==> config.mk <==
export PLATFORM = sky130hd
export DESIGN_NAME = rgb_upsampler
export DESIGN_NICKNAME = d
export VERILOG_FILES = /design/src/rtl/rgb_upsampler.sv
export SDC_FILE = /design/constraint.sdc
export NUM_CORES = 1
export LEC_CHECK = 0
export ABC_AREA = 0
export BUFFER_PORTS_ARGS = -buffer_cell sky130_fd_sc_hd__buf_2
export CAP_MARGIN = 20
export CELL_PAD_IN_SITES_DETAIL_PLACEMENT = 1
export CELL_PAD_IN_SITES_GLOBAL_PLACEMENT = 2
export CORE_UTILIZATION = 38
export DETAILED_ROUTE_END_ITERATION = 8
export PLACE_DENSITY = 0.78
export SETUP_SLACK_MARGIN = 0.5
export SKIP_CTS_REPAIR_TIMING = 1
export SYNTH_ARGS = -nofsm -noshare
export SYNTH_HDL_FRONTEND = slang
export SYNTH_SLANG_ARGS = --single-unit
==> constraint.sdc <==
create_clock -name Clk -period 3.92 [get_ports Clk]
set_input_delay 0.392 -clock Clk [delete_from_list [all_inputs] [get_ports Clk]]
set_output_delay 0.392 -clock Clk [all_outputs]
set_load 0.005 [all_outputs]
==> src/rtl/rgb_upsampler.sv <==
// Expands 8-bit R/G/B to 10 bits (OUT = (IN*1023 + bias)/255) using one shared
// serial restoring divider that produces one quotient bit per cycle, channels in R, G, B order.
module rgb_upsampler #(
  parameter int unsigned ROUND = 1
) (
  input  logic       Clk,
  input  logic       Reset_n,
  input  logic [7:0] VGA_R_In,
  input  logic [7:0] VGA_G_In,
  input  logic [7:0] VGA_B_In,
  input  logic       in_valid,
  output logic       in_ready,
  output logic [9:0] VGA_R_Out,
  output logic [9:0] VGA_G_Out,
  output logic [9:0] VGA_B_Out,
  output logic       out_valid,
  input  logic       out_ready
);

  localparam logic [17:0] Bias = (ROUND != 0) ? 18'd127 : 18'd0;

  typedef enum logic [1:0] {StIdle, StDiv, StDone} state_e;

  state_e      state_q, state_d;
  logic [7:0]  pix_r_q, pix_r_d, pix_g_q, pix_g_d, pix_b_q, pix_b_d;
  logic [1:0]  chan_q, chan_d;
  logic [3:0]  bit_q, bit_d;
  logic [8:0]  rem_q, rem_d;
  logic [9:0]  quo_r_q, quo_r_d, quo_g_q, quo_g_d, quo_b_q, quo_b_d;
  logic [9:0]  out_r_q, out_r_d, out_g_q, out_g_d, out_b_q, out_b_d;

  logic [7:0]  cur_pix;
  logic [17:0] dividend;
  logic [9:0]  div_low;
  logic [8:0]  rem_cur, trial, rem_next;
  logic        q_bit;

  // Divider datapath for the channel and bit currently selected by the counters
  always_comb begin
    cur_pix = pix_b_q;
    case (chan_q)
      2'd0:    cur_pix = pix_r_q;
      2'd1:    cur_pix = pix_g_q;
      default: cur_pix = pix_b_q;
    endcase
    dividend = ({10'd0, cur_pix} << 10) - {10'd0, cur_pix} + Bias;
    div_low  = dividend[9:0];
    // A new channel starts from the top dividend bits instead of the stored remainder
    rem_cur  = (bit_q == 4'd9) ? {1'b0, dividend[17:10]} : rem_q;
    trial    = {rem_cur[7:0], div_low[bit_q]};
    q_bit    = (trial >= 9'd255);
    rem_next = q_bit ? (trial - 9'd255) : trial;
  end

  always_comb begin
    state_d = state_q;
    pix_r_d = pix_r_q;
    pix_g_d = pix_g_q;
    pix_b_d = pix_b_q;
    chan_d  = chan_q;
    bit_d   = bit_q;
    rem_d   = rem_q;
    quo_r_d = quo_r_q;
    quo_g_d = quo_g_q;
    quo_b_d = quo_b_q;
    out_r_d = out_r_q;
    out_g_d = out_g_q;
    out_b_d = out_b_q;
    case (state_q)
      StIdle: begin
        if (in_valid) begin
          state_d = StDiv;
          pix_r_d = VGA_R_In;
          pix_g_d = VGA_G_In;
          pix_b_d = VGA_B_In;
          chan_d  = 2'd0;
          bit_d   = 4'd9;
          rem_d   = 9'd0;
        end
      end
      StDiv: begin
        rem_d = rem_next;
        case (chan_q)
          2'd0:    quo_r_d = {quo_r_q[8:0], q_bit};
          2'd1:    quo_g_d = {quo_g_q[8:0], q_bit};
          default: quo_b_d = {quo_b_q[8:0], q_bit};
        endcase
        if (bit_q == 4'd0) begin
          bit_d = 4'd9;
          if (chan_q == 2'd2) begin
            state_d = StDone;
            out_r_d = quo_r_q;
            out_g_d = quo_g_q;
            out_b_d = {quo_b_q[8:0], q_bit};
          end else begin
            chan_d = chan_q + 2'd1;
          end
        end else begin
          bit_d = bit_q - 4'd1;
        end
      end
      StDone: begin
        if (out_ready) state_d = StIdle;
      end
      default: state_d = StIdle;
    endcase
  end

  always_ff @(posedge Clk or negedge Reset_n) begin
    if (!Reset_n) begin
      state_q <= StIdle;
      pix_r_q <= 8'd0;
      pix_g_q <= 8'd0;
      pix_b_q <= 8'd0;
      chan_q  <= 2'd0;
      bit_q   <= 4'd0;
      rem_q   <= 9'd0;
      quo_r_q <= 10'd0;
      quo_g_q <= 10'd0;
      quo_b_q <= 10'd0;
      out_r_q <= 10'd0;
      out_g_q <= 10'd0;
      out_b_q <= 10'd0;
    end else begin
      state_q <= state_d;
      pix_r_q <= pix_r_d;
      pix_g_q <= pix_g_d;
      pix_b_q <= pix_b_d;
      chan_q  <= chan_d;
      bit_q   <= bit_d;
      rem_q   <= rem_d;
      quo_r_q <= quo_r_d;
      quo_g_q <= quo_g_d;
      quo_b_q <= quo_b_d;
      out_r_q <= out_r_d;
      out_g_q <= out_g_d;
      out_b_q <= out_b_d;
    end
  end

  // in_ready is held low for as long as reset is applied
  assign in_ready  = (state_q == StIdle) & Reset_n;
  assign out_valid = (state_q == StDone);
  assign VGA_R_Out = out_r_q;
  assign VGA_G_Out = out_g_q;
  assign VGA_B_Out = out_b_q;

endmodule

==> results of run 1 <==
## power by group through the flow
stage	clock network [mW]	registers, mW	logic, mW
after floorplan	0	1.57	1.45
after CTS	0.918	1.66	1.92
after global placement	0	1.66	1.84
final	0.895	1.66	2.02
after detailed placement	0	1.67	1.90
after global routing	0.954	1.71	2.26
## routing by layer
layer | vias to the layer above | track usage [%]
met5 | - | 0
met2 | 49 | 32.3
li1 | 1649 | -
met1 | 1765 | 25.2
met4 | 0 | 5.09
met3 | 12 | 4.84
## logic make-up after synthesis
logic type / synth area share (%)
AOI/OAI and AO/OA: 13.1
xor gates and xnor gates: 0.556
adders and majority gates: 1.85
buffers and inverters: 2.14
DFF: 52.4
muxes: 14.2
and+or+nand+nor: 15.8
## sequential cells by signal, summed over array words and instances, names as in the netlist, 4 cells and up
name	cells
VGA_B_Out	10
VGA_G_Out	10
VGA_R_Out	10
quo_g_q	10
quo_r_q	10
quo_b_q	9
pix_b_q	8
pix_g_q	8
pix_r_q	8
rem_q	8
bit_q	4
## final cells by class
cell class                      count  area share [%]
Multi-Input combinational cell    314            40.0
Inverter                            8           0.538
Clock inverter                      5           0.919
Timing Repair Buffer               64            6.01
Tap cell                          168            3.77
Sequential cell                    99            44.4
Clock buffer                       11            4.35
## stage by stage
stage          instance area (µm²)  util, %  setup WS (ps)
5_1_grt                       5580     46.3            484
3_5_place_dp                  5200     43.1            218
2_1_floorplan                 4730        -            800
6_report                      5580     46.3            598
3_3_place_gp                  5200     43.1            401
4_1_cts                       5490     45.5            190
## cell usage in the layout, fill, tap and decap left out, types with 3 or more instances in the layout
cell                        count
sky130_fd_sc_hd__a21oi_1       13
sky130_fd_sc_hd__a21oi_2        3
sky130_fd_sc_hd__a22o_1         5
sky130_fd_sc_hd__and2_1         5
sky130_fd_sc_hd__and3_1         4
sky130_fd_sc_hd__buf_2         58
sky130_fd_sc_hd__buf_4          6
sky130_fd_sc_hd__clkbuf_16      9
sky130_fd_sc_hd__dfrtp_1       99
sky130_fd_sc_hd__ha_1           4
sky130_fd_sc_hd__inv_1          6
sky130_fd_sc_hd__inv_8          3
sky130_fd_sc_hd__mux2_2        56
sky130_fd_sc_hd__mux2i_1        4
sky130_fd_sc_hd__nand2_1       97
sky130_fd_sc_hd__nand2b_1       4
sky130_fd_sc_hd__nand3_1        8
sky130_fd_sc_hd__nor2_1        20
sky130_fd_sc_hd__nor3_1         6
sky130_fd_sc_hd__o211ai_1       3
sky130_fd_sc_hd__o21ai_0       17
sky130_fd_sc_hd__o21ai_1        3
sky130_fd_sc_hd__o31ai_1        5
sky130_fd_sc_hd__or3_1          3
## critical path, stage by stage, from the launching register on
cell,delay [ps]
sky130_fd_sc_hd__dfrtp_1,360
sky130_fd_sc_hd__inv_1,110
sky130_fd_sc_hd__ha_4,250
sky130_fd_sc_hd__or3b_4,430
sky130_fd_sc_hd__and2_1,180
sky130_fd_sc_hd__ha_1,310
sky130_fd_sc_hd__o41ai_2,390
sky130_fd_sc_hd__o31ai_2,160
sky130_fd_sc_hd__or3_1,360
sky130_fd_sc_hd__or3b_1,390
sky130_fd_sc_hd__a32o_1,250
## path summary, 6_finish.rpt
check	slack, ps	cells past startpoint	endpoint
setup / recovery	600	10	rem_q[5]
hold / removal	-3	1	pix_b_q[6]
setup reg to reg	600	10	rem_q[5]
hold reg to reg	480	2	pix_r_q[3]
max in group asynchronous	2720	2	VGA_G_Out[9]
min in group Clk	230	3	pix_g_q[2]
==> flow_summary.html, run 1 <==
<table>
<tr><th>Metric</th><th>Value</th></tr>
<tr><th colspan="2">Run status</th></tr>
<tr><td>Run status</td><td>complete, but fails checks</td></tr>
<tr><td>Violated checks</td><td>hold timing</td></tr>
<tr><th colspan="2">Clocking</th></tr>
<tr><td>CTS H-Tree Depth</td><td>3</td></tr>
<tr><td>Clock latency on the worst-skew pair</td><td>between 300 and 400 ps</td></tr>
<tr><td>Clk slew on worst S/H paths</td><td>70 ps</td></tr>
<tr><td>CTS tree</td><td>yes</td></tr>
<tr><td>TritonCTS buffer count</td><td>9</td></tr>
<tr><td>Root Buffer Master</td><td>sky130_fd_sc_hd__clkbuf_16</td></tr>
<tr><td>Number of sinks handled by clock tree synthesis</td><td>99</td></tr>
<tr><td>Buffer levels on the longest clock path</td><td>2</td></tr>
<tr><th colspan="2">Floorplan</th></tr>
<tr><td>Die Span X</td><td>roughly 110 µm</td></tr>
<tr><td>Floorplan row count</td><td>40</td></tr>
<tr><td>DIE HEIGHT</td><td>around 110 µm</td></tr>
<tr><td>Ports placed on the boundary</td><td>60</td></tr>
<tr><td>Core footprint</td><td>about 12000 µm²</td></tr>
<tr><td>Initial core utilization</td><td>approximately 39%</td></tr>
<tr><td>Die area</td><td>12900 µm²</td></tr>
<tr><th colspan="2">Setup path</th></tr>
<tr><td>Crit path launch</td><td>chan_q[1]</td></tr>
<tr><td>Startpoint type of the worst setup path</td><td>flop</td></tr>
<tr><td>Start-to-end type of the worst setup path</td><td>reg2reg</td></tr>
<tr><td>Data arrival time of the worst path</td><td>about 3600 ps</td></tr>
<tr><td>Startpoint of the worst-slack reg-to-reg timing path</td><td>chan_q[1]</td></tr>
<tr><td>Endpoint kind of the worst setup timing path</td><td>flop</td></tr>
<tr><td>Max FO, Critical Path</td><td>16</td></tr>
<tr><td>Data required time of the critical path</td><td>~4200 ps</td></tr>
<tr><th colspan="2">Timing</th></tr>
<tr><td>Hold slack</td><td>-3.44 ps</td></tr>
<tr><td>Fmax achieved</td><td>approximately 0.3 GHz</td></tr>
<tr><td>Slew headroom</td><td>34.8%</td></tr>
<tr><td>Final period util</td><td>between 80% and 90%</td></tr>
<tr><td>Time the final worst path needs with I/O delays and setup</td><td>3320 ps</td></tr>
<tr><td>Max-slew violation total from the final report</td><td>0</td></tr>
<tr><td>Post-Route Skew</td><td>8.59 ps</td></tr>
<tr><td>Transition at the pin with the smallest max-transition slack</td><td>approximately 980 ps</td></tr>
<tr><td>RSZ-0062 raised after global routing</td><td>false</td></tr>
<tr><td>Final-layout setup total negative slack</td><td>0 ps</td></tr>
<tr><td>Number of hold violations in the final report</td><td>3</td></tr>
<tr><td>Number of failing setup endpoints in the final timing report</td><td>0</td></tr>
<tr><th colspan="2">Global routing</th></tr>
<tr><td>Global Route Usage Sum</td><td>around a fifth</td></tr>
<tr><td>First-pass GRT wire length</td><td>19.5 mm</td></tr>
<tr><td>Number of antenna violations at the first check in global routing</td><td>0</td></tr>
<tr><td>Global-route congestion overflow total</td><td>0</td></tr>
<tr><td>Pin count of the biggest net entering global routing</td><td>between 60 and 70</td></tr>
<tr><td>Vias in the first global route</td><td>3858</td></tr>
<tr><th colspan="2">Power</th></tr>
<tr><td>Total chip power</td><td>approximately 4.6 mW</td></tr>
<tr><td>Proportion of power drawn by the clock network</td><td>between 10% and 20%</td></tr>
<tr><td>Register share of total power</td><td>between 30 and 40%</td></tr>
<tr><td>Reported leakage power</td><td>roughly 2.8 nW</td></tr>
<tr><td>Combinational cell fraction of total power</td><td>~44%</td></tr>
<tr><td>Switching portion of total power</td><td>41.2%</td></tr>
<tr><td>Max IR drop VDD</td><td>between 400 and 500 µV</td></tr>
<tr><td>Net switching power of the design</td><td>approximately 1.9 mW</td></tr>
<tr><td>Power per unit of standard cell area</td><td>~820 nW/µm²</td></tr>
<tr><td>Internal Power</td><td>2.69 mW</td></tr>
<tr><th colspan="2">Yosys</th></tr>
<tr><td>Flip-flop and latch count after synthesis</td><td>99</td></tr>
<tr><td>Number of distinct library cell variants in the gate-level netlist after synthesis</td><td>62</td></tr>
<tr><td>Mean area per synthesized cell</td><td>10.8 µm²</td></tr>
<tr><td>Number of synthesized flops with an enable pin</td><td>0</td></tr>
<tr><td>Area of the mapped netlist</td><td>approximately 4700 µm²</td></tr>
<tr><td>Ys flop type</td><td>sky130_fd_sc_hd__dfrtp_1</td></tr>
<tr><td>Most used standard cell by instance count after synthesis</td><td>sky130_fd_sc_hd__dfrtp_1</td></tr>
<tr><td>Net count after synthesis</td><td>473</td></tr>
<tr><td>Post-Syn Instances</td><td>between 400 and 500</td></tr>
<tr><td>Post-synthesis sequential area ratio</td><td>about 52%</td></tr>
<tr><td>Number of warning messages in the yosys log</td><td>0</td></tr>
<tr><td>Cell taking the most area after synthesis</td><td>sky130_fd_sc_hd__dfrtp_1</td></tr>
<tr><td>List of most frequent post-synthesis cells</td><td>99 x sky130_fd_sc_hd__dfrtp_1, 98 x sky130_fd_sc_hd__nand2_1, 56 x sky130_fd_sc_hd__mux2_2</td></tr>
<tr><td>Cell types with the largest area share after synthesis</td><td>sky130_fd_sc_hd__dfrtp_1 52%, sky130_fd_sc_hd__mux2_2 13%, sky130_fd_sc_hd__nand2_1 7.8%, sky130_fd_sc_hd__o21ai_0 1.9%, sky130_fd_sc_hd__ha_1 1.9%</td></tr>
<tr><td>Yosys top cell area share</td><td>a little over half</td></tr>
<tr><td>Share of flip-flops with an asynchronous set or reset after synthesis</td><td>100%</td></tr>
<tr><th colspan="2">Final layout</th></tr>
<tr><td>Register cell area after layout</td><td>around 2500 µm²</td></tr>
<tr><td>Count of filler cells inserted in the layout</td><td>around 1300</td></tr>
<tr><td>Layout net count</td><td>roughly 530</td></tr>
<tr><td>Syn-to-layout area delta</td><td>18.0%</td></tr>
<tr><td>Area occupied by multi-input gates</td><td>roughly 2200 µm²</td></tr>
<tr><td>Total inserted antenna cells</td><td>0</td></tr>
<tr><td>Fraction of layout instances using a drive strength above 1</td><td>between 30% and 40%</td></tr>
<tr><td>Non-filler cells, final</td><td>669</td></tr>
<tr><th colspan="2">Detailed routing</th></tr>
<tr><td>DR WL/cell</td><td>around 17 µm</td></tr>
<tr><td>Routed Antenna Nets</td><td>0</td></tr>
<tr><td>Number of vias after detailed routing</td><td>~3500</td></tr>
<tr><td>Via-per-instance ratio</td><td>between 5 and 6</td></tr>
<tr><td>Post-detailed-routing wire length</td><td>11.4 mm</td></tr>
<tr><td>M1 WL</td><td>approximately 5.3 mm</td></tr>
<tr><td>Topmost layer with routed signal wires</td><td>met4</td></tr>
<tr><td>First-pass detailed-route iteration total</td><td>4</td></tr>
<tr><td>Routed length on met2</td><td>approximately 5.6 mm</td></tr>
<tr><td>Iteration-0 DRC Markers</td><td>roughly 160</td></tr>
<tr><td>Detail Route met3 WL</td><td>slightly below 400 µm</td></tr>
<tr><td>Remaining DRCs</td><td>0</td></tr>
<tr><th colspan="2">Run</th></tr>
<tr><td>Max-cap viol count</td><td>0</td></tr>
<tr><th colspan="2">Worst hold path</th></tr>
<tr><td>Worst min path class</td><td>in2async</td></tr>
<tr><th colspan="2">Place</th></tr>
<tr><td>Count of placed standard cells including taps</td><td>652</td></tr>
<tr><td>Number of input and output port buffers inserted</td><td>59</td></tr>
<tr><td>Final estimated routing congestion in global placement</td><td>0.800</td></tr>
<tr><td>HPWL after DPL</td><td>~8 mm</td></tr>
</table>
No activity file was read; power rests on OpenSTA's default activity.
==> run 2: changes to the inputs <==
--- a/config.mk
+++ b/config.mk
@@ -10,9 +10,9 @@
 export CAP_MARGIN = 20
 export CELL_PAD_IN_SITES_DETAIL_PLACEMENT = 1
 export CELL_PAD_IN_SITES_GLOBAL_PLACEMENT = 2
-export CORE_UTILIZATION = 38
+export CORE_UTILIZATION = 34
 export DETAILED_ROUTE_END_ITERATION = 8
-export PLACE_DENSITY = 0.78
+export PLACE_DENSITY = 0.74
 export SETUP_SLACK_MARGIN = 0.5
 export SKIP_CTS_REPAIR_TIMING = 1
 export SYNTH_ARGS = -nofsm -noshare
==> constraint.sdc (replaced) <==
create_clock -name Clk -period 2.85 [get_ports Clk]
set_input_delay 0.285 -clock Clk [delete_from_list [all_inputs] [get_ports Clk]]
set_output_delay 0.285 -clock Clk [all_outputs]
set_load 0.005 [all_outputs]
==> run 2 against run 1 <==
  * The flow finishes with violations (setup timing)
  * Non-clock buffer count up 58
  * Combinational power up 94%
  * Register-to-register slack worse by 770 ps
  * Count of clock-buffer cells in the layout down 2
  * Clock skew fell by 2.2 ps
  * Critical path depth did not move
  * Sequential cell count unchanged
  * Worst setup slack lost 770 ps
  * Global-route usage is 0.98 points lower
  * Clock power increased by 55%
  * Worst hold slack gained 12 ps
  * Final cell count grew 9.9%
  * Highest routed layer is now met5
==> flow_summary.html, run 2 (synthesized netlist as in run 1, its figures left out) <==
<table>
<tr><th>Metric</th><th>Value</th></tr>
<tr><th colspan="2">Setup path</th></tr>
<tr><td>Worst R2R Setup Slack</td><td>-180 ps</td></tr>
<tr><td>Start-to-end type of the worst setup path</td><td>reg2reg</td></tr>
<tr><td>Startpoint of the worst-slack reg-to-reg timing path</td><td>chan_q[0]</td></tr>
<tr><td>Reg2Reg Capture Point</td><td>rem_q[5]</td></tr>
<tr><td>Worst path most repeated cell</td><td>sky130_fd_sc_hd__ha_4</td></tr>
<tr><td>Crit path launch</td><td>chan_q[0]</td></tr>
<tr><td>Number of cells traversed by the worst register-to-register path</td><td>10</td></tr>
<tr><td>Data arrival time of the worst path</td><td>about 3300 ps</td></tr>
<tr><td>Endpoint kind of the worst setup timing path</td><td>flop</td></tr>
<tr><td>End point of the critical path</td><td>rem_q[5]</td></tr>
<tr><td>Cell type of the slowest stage on the worst timing path</td><td>sky130_fd_sc_hd__dfrtp_1</td></tr>
<tr><td>Cell breakdown of the critical path</td><td>inv_2, ha_4, or3b_4, and2_4, ha_4, o41ai_4, o31ai_2, or3_1, or3b_1, a32o_1</td></tr>
<tr><td>Startpoint type of the worst setup path</td><td>flop</td></tr>
<tr><td>Data required time of the critical path</td><td>approximately 3000 ps</td></tr>
<tr><td>Largest incremental delay on the critical path</td><td>approximately 400 ps</td></tr>
<tr><td>Max FO, Critical Path</td><td>7</td></tr>
<tr><th colspan="2">Detailed routing</th></tr>
<tr><td>Post-detailed-routing wire length</td><td>12.5 mm</td></tr>
<tr><td>Iteration-0 DRC Markers</td><td>about 120</td></tr>
<tr><td>Via-per-instance ratio</td><td>approximately 5</td></tr>
<tr><td>Routed Antenna Nets</td><td>0</td></tr>
<tr><td>Remaining DRCs</td><td>0</td></tr>
<tr><td>DR WL/cell</td><td>approximately 17 µm</td></tr>
<tr><td>Number of vias after detailed routing</td><td>between 3000 and 4000</td></tr>
<tr><td>First-pass detailed-route iteration total</td><td>4</td></tr>
<tr><th colspan="2">Run status</th></tr>
<tr><td>Run status</td><td>complete, but fails checks</td></tr>
<tr><td>Violated checks</td><td>setup timing</td></tr>
<tr><th colspan="2">Global routing</th></tr>
<tr><td>Number of antenna violations at the first check in global routing</td><td>1</td></tr>
<tr><td>Pin count of the biggest net entering global routing</td><td>100</td></tr>
<tr><td>Global Route Usage Sum</td><td>around 18%</td></tr>
<tr><td>Global-route congestion overflow total</td><td>0</td></tr>
<tr><td>First-pass GRT wire length</td><td>approximately 20 mm</td></tr>
<tr><td>Vias in the first global route</td><td>4044</td></tr>
<tr><th colspan="2">Final layout</th></tr>
<tr><td>Register cell area after layout</td><td>2480 µm²</td></tr>
<tr><td>Most common cell after layout, fill and taps aside</td><td>sky130_fd_sc_hd__dfrtp_1</td></tr>
<tr><td>Non-filler cells, final</td><td>between 700 and 800</td></tr>
<tr><td>Total inserted antenna cells</td><td>0</td></tr>
<tr><td>Count of filler cells inserted in the layout</td><td>around 1500</td></tr>
<tr><td>Fraction of layout instances using a drive strength above 1</td><td>approximately 45%</td></tr>
<tr><td>Most frequent cells in the layout</td><td>99 x sky130_fd_sc_hd__dfrtp_1, 97 x sky130_fd_sc_hd__nand2_1, 58 x sky130_fd_sc_hd__buf_4, 58 x sky130_fd_sc_hd__buf_2, 56 x sky130_fd_sc_hd__mux2_2</td></tr>
<tr><td>Layout net count</td><td>between 500 and 600</td></tr>
<tr><td>Area occupied by multi-input gates</td><td>about 2400 µm²</td></tr>
<tr><td>Syn-to-layout area delta</td><td>33.8%</td></tr>
<tr><th colspan="2">Timing</th></tr>
<tr><td>Number of failing setup endpoints in the final timing report</td><td>6</td></tr>
<tr><td>Final-layout setup total negative slack</td><td>-410 ps</td></tr>
<tr><td>Number of hold violations in the final report</td><td>0</td></tr>
<tr><td>Worst path setup slack after routing</td><td>-176 ps</td></tr>
<tr><td>Slew headroom</td><td>32.7%</td></tr>
<tr><td>Final period util</td><td>106%</td></tr>
<tr><td>Transition at the pin with the smallest max-transition slack</td><td>1010 ps</td></tr>
<tr><td>Post-Route Skew</td><td>6.36 ps</td></tr>
<tr><td>RSZ-0062 raised after global routing</td><td>true</td></tr>
<tr><td>Fmax achieved</td><td>around 0.33 GHz</td></tr>
<tr><td>Time the final worst path needs with I/O delays and setup</td><td>between 3000 and 4000 ps</td></tr>
<tr><td>Max-slew violation total from the final report</td><td>0</td></tr>
<tr><th colspan="2">Clocking</th></tr>
<tr><td>Clk slew on worst S/H paths</td><td>70 ps</td></tr>
<tr><td>Buffer levels on the longest clock path</td><td>2</td></tr>
<tr><td>TritonCTS buffer count</td><td>9</td></tr>
<tr><td>CTS H-Tree Depth</td><td>3</td></tr>
<tr><td>CTS tree</td><td>yes</td></tr>
<tr><td>Root Buffer Master</td><td>sky130_fd_sc_hd__clkbuf_16</td></tr>
<tr><td>Number of sinks handled by clock tree synthesis</td><td>between 90 and 100</td></tr>
<tr><td>Clock latency on the worst-skew pair</td><td>350 ps</td></tr>
<tr><th colspan="2">Floorplan</th></tr>
<tr><td>Initial core utilization</td><td>35.3%</td></tr>
<tr><td>Die area</td><td>between 10000 and 15000 µm²</td></tr>
<tr><td>Core footprint</td><td>around 13000 µm²</td></tr>
<tr><td>DIE HEIGHT</td><td>120 µm</td></tr>
<tr><td>Floorplan row count</td><td>42</td></tr>
<tr><td>Die Span X</td><td>between 100 and 150 µm</td></tr>
<tr><td>Ports placed on the boundary</td><td>60</td></tr>
<tr><th colspan="2">Place</th></tr>
<tr><td>Final estimated routing congestion in global placement</td><td>0.838</td></tr>
<tr><td>HPWL after DPL</td><td>about 8.7 mm</td></tr>
<tr><td>Count of placed standard cells including taps</td><td>710</td></tr>
<tr><td>Number of input and output port buffers inserted</td><td>just under 60</td></tr>
<tr><th colspan="2">Power</th></tr>
<tr><td>Max IR drop VDD</td><td>471 µV</td></tr>
<tr><td>Power per unit of standard cell area</td><td>about 1200 nW/µm²</td></tr>
<tr><td>Reported leakage power</td><td>3.18 nW</td></tr>
<tr><th colspan="2">Worst hold path</th></tr>
<tr><td>Worst min path class</td><td>in2async</td></tr>
<tr><th colspan="2">Run</th></tr>
<tr><td>Max-cap viol count</td><td>0</td></tr>
</table>
run 2: worst max-delay path, delay by kind of cell, from the launching register on:
family,cells,cell delay (ps)
AND/OR/NAND/NOR,4,1260
flip-flops,1,400
adder cells (fa/ha/maj),2,430
buffers and inverters,1,70
AO/OA/AOI/OAI,3,740
run 2: layout make-up:
cell class              count  share of cell area [%]
clock buffers               9                    3.56
clock inverters             7                    1.88
inverters                   8                   0.514
multi-input cells         314                    38.5
well taps                 176                    3.48
flip-flops and latches     99                    39.1
repair buffers            122                    12.9
run 2: worst min path at each step:
stage,startpoint,to,slack (ps)
final,Reset_n,quo_r_q[6],8
after global routing,Reset_n,pix_g_q[7],60
after CTS,Reset_n,VGA_R_Out[6],40
after detailed placement,Reset_n,VGA_R_Out[6],420
after global placement,Reset_n,VGA_R_Out[6],420
after floorplan,Reset_n,VGA_B_Out[0],-10
run 2: per-layer routing:
layer  vias to the layer above  track usage [%]  share of wire, %
li1                       1773                -                 -
met1                      1847             23.3                44
met2                        45             30.4                51
met3                        12             4.52               3.6
met4                         2             6.48               1.4
met5                         -                0              0.10
run 2: through the flow:
| step | instance area, µm² | total power [mW] | hold WS (ps) | utilization, % | worst slack [ps] |
|---|---|---|---|---|---|
| 5_1_grt | 6330 | 8.10 | 59.3 | 47.2 | -323 |
| 3_3_place_gp | 5700 | 5.61 | 424 | 42.5 | -115 |
| 2_1_floorplan | 4830 | 4.35 | -10.6 | - | -75.3 |
| 3_5_place_dp | 5700 | 5.72 | 425 | 42.5 | -195 |
| 4_1_cts | 6040 | 7.16 | 39.1 | 45.1 | -216 |
| 6_report | 6330 | 7.59 | 8.29 | 47.2 | -176 |
run 2: power by group:
group	leakage [nW]	switching, mW	total, mW	internal [mW]
Clock	0.167	0.596	1.39	0.794
Combinational	1.72	1.99	3.92	1.93
Sequential	1.29	0.378	2.27	1.89
==> run 3: changes to the inputs <==
--- a/config.mk
+++ b/config.mk
@@ -13,7 +13,7 @@
 export CORE_UTILIZATION = 34
 export DETAILED_ROUTE_END_ITERATION = 8
 export PLACE_DENSITY = 0.74
-export SETUP_SLACK_MARGIN = 0.5
+export SETUP_SLACK_MARGIN = 0.1
 export SKIP_CTS_REPAIR_TIMING = 1
 export SYNTH_ARGS = -nofsm -noshare
 export SYNTH_HDL_FRONTEND = slang
==> run 3 against run 2 <==
  * The run still ends with setup timing left
  * Count of clock-buffer cells in the layout increased by 1
  * Clock skew grew 4.7 ps
  * Via count rose by 0.90%
  * Clock power decreased by 12%
  * Total power is 2.0% lower
  * Utilization shrank 0.42 points
  * Global-route usage decreased by 0.29 points
  * Worst setup slack improved by 18 ps
  * Routed wire length decreased by 0.22%
  * Critical path type unchanged
  * Critical endpoint unchanged
  * Largest cell class unchanged
  * Highest routed layer is now met4
==> flow_summary.html, run 3 (synthesized netlist as in run 1, its figures left out) <==
<table>
<tr><th>Metric</th><th>Value</th></tr>
<tr><th colspan="2">Run status</th></tr>
<tr><td>Run status</td><td>complete, but fails checks</td></tr>
<tr><td>Violated checks</td><td>setup timing</td></tr>
<tr><th colspan="2">Final layout</th></tr>
<tr><td>Layout net count</td><td>589</td></tr>
<tr><td>Syn-to-layout area delta</td><td>32.6%</td></tr>
<tr><td>Non-filler cells, final</td><td>~730</td></tr>
<tr><td>Most frequent cells in the layout</td><td>99 x sky130_fd_sc_hd__dfrtp_1, 97 x sky130_fd_sc_hd__nand2_1, 58 x sky130_fd_sc_hd__buf_2</td></tr>
<tr><td>Count of filler cells inserted in the layout</td><td>roughly 1500</td></tr>
<tr><td>Fraction of layout instances using a drive strength above 1</td><td>approximately 44%</td></tr>
<tr><td>Register cell area after layout</td><td>around 2500 µm²</td></tr>
<tr><td>Most common cell after layout, fill and taps aside</td><td>sky130_fd_sc_hd__dfrtp_1</td></tr>
<tr><td>Total inserted antenna cells</td><td>0</td></tr>
<tr><td>Area occupied by multi-input gates</td><td>approximately 2400 µm²</td></tr>
<tr><th colspan="2">Timing</th></tr>
<tr><td>Final-layout setup total negative slack</td><td>-767 ps</td></tr>
<tr><td>Max-slew violation total from the final report</td><td>0</td></tr>
<tr><td>Transition at the pin with the smallest max-transition slack</td><td>slightly below 1000 ps</td></tr>
<tr><td>Number of failing setup endpoints in the final timing report</td><td>10</td></tr>
<tr><td>RSZ-0062 raised after global routing</td><td>true</td></tr>
<tr><td>Slew headroom</td><td>33.6%</td></tr>
<tr><td>Number of hold violations in the final report</td><td>0</td></tr>
<tr><td>Fmax achieved</td><td>about 0.33 GHz</td></tr>
<tr><td>Hold slack</td><td>between 100 and 150 ps</td></tr>
<tr><td>Worst path setup slack after routing</td><td>-158 ps</td></tr>
<tr><td>Time the final worst path needs with I/O delays and setup</td><td>about 3000 ps</td></tr>
<tr><td>Post-Route Skew</td><td>approximately 11 ps</td></tr>
<tr><td>Final period util</td><td>106%</td></tr>
<tr><th colspan="2">Power</th></tr>
<tr><td>Proportion of power drawn by the clock network</td><td>around 17%</td></tr>
<tr><td>Combinational cell fraction of total power</td><td>between 50% and 60%</td></tr>
<tr><td>Register share of total power</td><td>30.5%</td></tr>
<tr><td>Total chip power</td><td>7.43 mW</td></tr>
<tr><td>Reported leakage power</td><td>between 3 and 4 nW</td></tr>
<tr><td>Max IR drop VDD</td><td>539 µV</td></tr>
<tr><td>Switching portion of total power</td><td>about 40%</td></tr>
<tr><td>Internal Power</td><td>~4.5 mW</td></tr>
<tr><td>Power per unit of standard cell area</td><td>about 1200 nW/µm²</td></tr>
<tr><td>Net switching power of the design</td><td>approximately 2.9 mW</td></tr>
<tr><th colspan="2">Setup path</th></tr>
<tr><td>Crit path buffers/inverters</td><td>3</td></tr>
<tr><td>Cell type of the slowest stage on the worst timing path</td><td>sky130_fd_sc_hd__or3_4</td></tr>
<tr><td>CP delay by family, top</td><td>simple AND/OR/NAND/NOR gates</td></tr>
<tr><td>Max FO, Critical Path</td><td>6</td></tr>
<tr><td>Cell breakdown of the critical path</td><td>inv_2, ha_4, buf_6, or3b_4, and2_4, buf_4, a2111oi_4, a211oi_2, or3_4, or3b_1, a32o_1</td></tr>
<tr><td>Data arrival time of the worst path</td><td>approximately 3200 ps</td></tr>
<tr><td>Largest incremental delay on the critical path</td><td>390 ps</td></tr>
<tr><td>Data required time of the critical path</td><td>between 3000 and 4000 ps</td></tr>
<tr><td>Number of cells traversed by the worst register-to-register path</td><td>11</td></tr>
<tr><td>Endpoint kind of the worst setup timing path</td><td>flop</td></tr>
<tr><td>Startpoint type of the worst setup path</td><td>flop</td></tr>
<tr><td>Start-to-end type of the worst setup path</td><td>reg2reg</td></tr>
<tr><td>Crit path depth</td><td>11</td></tr>
<tr><th colspan="2">Place</th></tr>
<tr><td>HPWL after DPL</td><td>a little under 9 mm</td></tr>
<tr><td>Count of placed standard cells including taps</td><td>between 700 and 800</td></tr>
<tr><td>Final estimated routing congestion in global placement</td><td>0.821</td></tr>
<tr><td>Number of input and output port buffers inserted</td><td>just under 60</td></tr>
<tr><th colspan="2">Floorplan</th></tr>
<tr><td>Initial core utilization</td><td>approximately a third</td></tr>
<tr><td>Core footprint</td><td>~13000 µm²</td></tr>
<tr><td>Floorplan row count</td><td>42</td></tr>
<tr><td>Die Span X</td><td>between 100 and 150 µm</td></tr>
<tr><td>Ports placed on the boundary</td><td>60</td></tr>
<tr><td>Die area</td><td>14400 µm²</td></tr>
<tr><td>DIE HEIGHT</td><td>120 µm</td></tr>
<tr><th colspan="2">Global routing</th></tr>
<tr><td>Global-route congestion overflow total</td><td>0</td></tr>
<tr><td>Vias in the first global route</td><td>approximately 4000</td></tr>
<tr><td>Number of antenna violations at the first check in global routing</td><td>0</td></tr>
<tr><td>First-pass GRT wire length</td><td>20.2 mm</td></tr>
<tr><td>Global Route Usage Sum</td><td>between 10% and 20%</td></tr>
<tr><td>Pin count of the biggest net entering global routing</td><td>44</td></tr>
<tr><th colspan="2">Detailed routing</th></tr>
<tr><td>Post-detailed-routing wire length</td><td>approximately 12 mm</td></tr>
<tr><td>Remaining DRCs</td><td>0</td></tr>
<tr><td>Routed Antenna Nets</td><td>0</td></tr>
<tr><td>Via-per-instance ratio</td><td>about 5</td></tr>
<tr><td>Number of vias after detailed routing</td><td>roughly 3700</td></tr>
<tr><td>Iteration-0 DRC Markers</td><td>between 100 and 150</td></tr>
<tr><td>First-pass detailed-route iteration total</td><td>4</td></tr>
<tr><td>DR WL/cell</td><td>~17 µm</td></tr>
<tr><th colspan="2">Clocking</th></tr>
<tr><td>TritonCTS buffer count</td><td>9</td></tr>
<tr><td>Clock latency on the worst-skew pair</td><td>between 300 and 400 ps</td></tr>
<tr><td>Number of sinks handled by clock tree synthesis</td><td>between 90 and 100</td></tr>
<tr><td>Clk slew on worst S/H paths</td><td>approximately 70 ps</td></tr>
<tr><td>Buffer levels on the longest clock path</td><td>2</td></tr>
<tr><td>CTS tree</td><td>yes</td></tr>
<tr><td>CTS H-Tree Depth</td><td>3</td></tr>
<tr><td>Root Buffer Master</td><td>sky130_fd_sc_hd__clkbuf_16</td></tr>
<tr><th colspan="2">Worst hold path</th></tr>
<tr><td>Cells on Worst Hold Path</td><td>3</td></tr>
<tr><td>Worst min path class</td><td>in2reg</td></tr>
<tr><th colspan="2">Run</th></tr>
<tr><td>Max-cap viol count</td><td>0</td></tr>
</table>
[run 3: changes by cell type in the layout (fill, tap and decap cells not counted), moves of 2 or more]
cell	before	now
sky130_fd_sc_hd__a21oi_4	5	3
sky130_fd_sc_hd__buf_4	58	52
sky130_fd_sc_hd__buf_6	3	8
sky130_fd_sc_hd__clkinv_8	2	0
sky130_fd_sc_hd__o21ai_0	11	16
sky130_fd_sc_hd__o21ai_1	6	4
sky130_fd_sc_hd__o21ai_2	3	1
[run 3: final cells by class]
class / count / share of cell area (%)
sequential: 99 / 39.5
multi-input combinational: 314 / 38.5
timing repair buffer: 122 / 13.4
clock buffer: 10 / 3.65
tap: 176 / 3.51
clock inverter: 5 / 0.977
inverter: 8 / 0.519
[run 3: metal layers]
metal	vias up	track usage (%)	wire (µm)
li1	1767	-	-
met1	1891	23.3	5600
met2	40	30.0	6310
met3	14	3.99	371
met4	0	5.86	192
met5	-	0	0
[run 3: power by group through the flow]
stage	Combinational (mW)	Clock [mW]	Sequential, mW
final	3.94	1.23	2.27
after CTS	3.44	1.27	2.27
after global routing	4.29	1.32	2.34
after floorplan	2.15	0	2.16
after global placement	3.33	0	2.27
after detailed placement	3.42	0	2.29
[run 3: final timing paths]
kind / endpoint / slack (ps) / startpoint
worst min-delay path: pix_r_q[1] / 130 / VGA_R_In[1]
max in group asynchronous: VGA_R_Out[6] / 1480 / Reset_n
worst min register to register: pix_b_q[0] / 480 / pix_b_q[0]
worst max register to register: rem_q[5] / -160 / chan_q[1]
worst max-delay path: rem_q[5] / -160 / chan_q[1]
min in group asynchronous: rem_q[4] / 490 / Reset_n
[run 3: worst register-to-register path, stage by stage (launching register included)]
cell	delay, ps
sky130_fd_sc_hd__dfrtp_1	370
sky130_fd_sc_hd__inv_2	80
sky130_fd_sc_hd__ha_4	200
sky130_fd_sc_hd__buf_6	120
sky130_fd_sc_hd__or3b_4	370
sky130_fd_sc_hd__and2_4	180
sky130_fd_sc_hd__buf_4	140
sky130_fd_sc_hd__a2111oi_4	350
sky130_fd_sc_hd__a211oi_2	80
sky130_fd_sc_hd__or3_4	390
sky130_fd_sc_hd__or3b_1	370
sky130_fd_sc_hd__a32o_1	250
[run 3: through the flow]
stage / instance area (µm²) / setup WS [ps] / util, %
5_1_grt: 6270 / -282 / 46.8
3_5_place_dp: 5660 / -264 / 42.2
4_1_cts: 5950 / -266 / 44.4
3_3_place_gp: 5660 / -141 / 42.2
6_report: 6270 / -158 / 46.8
2_1_floorplan: 4820 / -75.3 / -
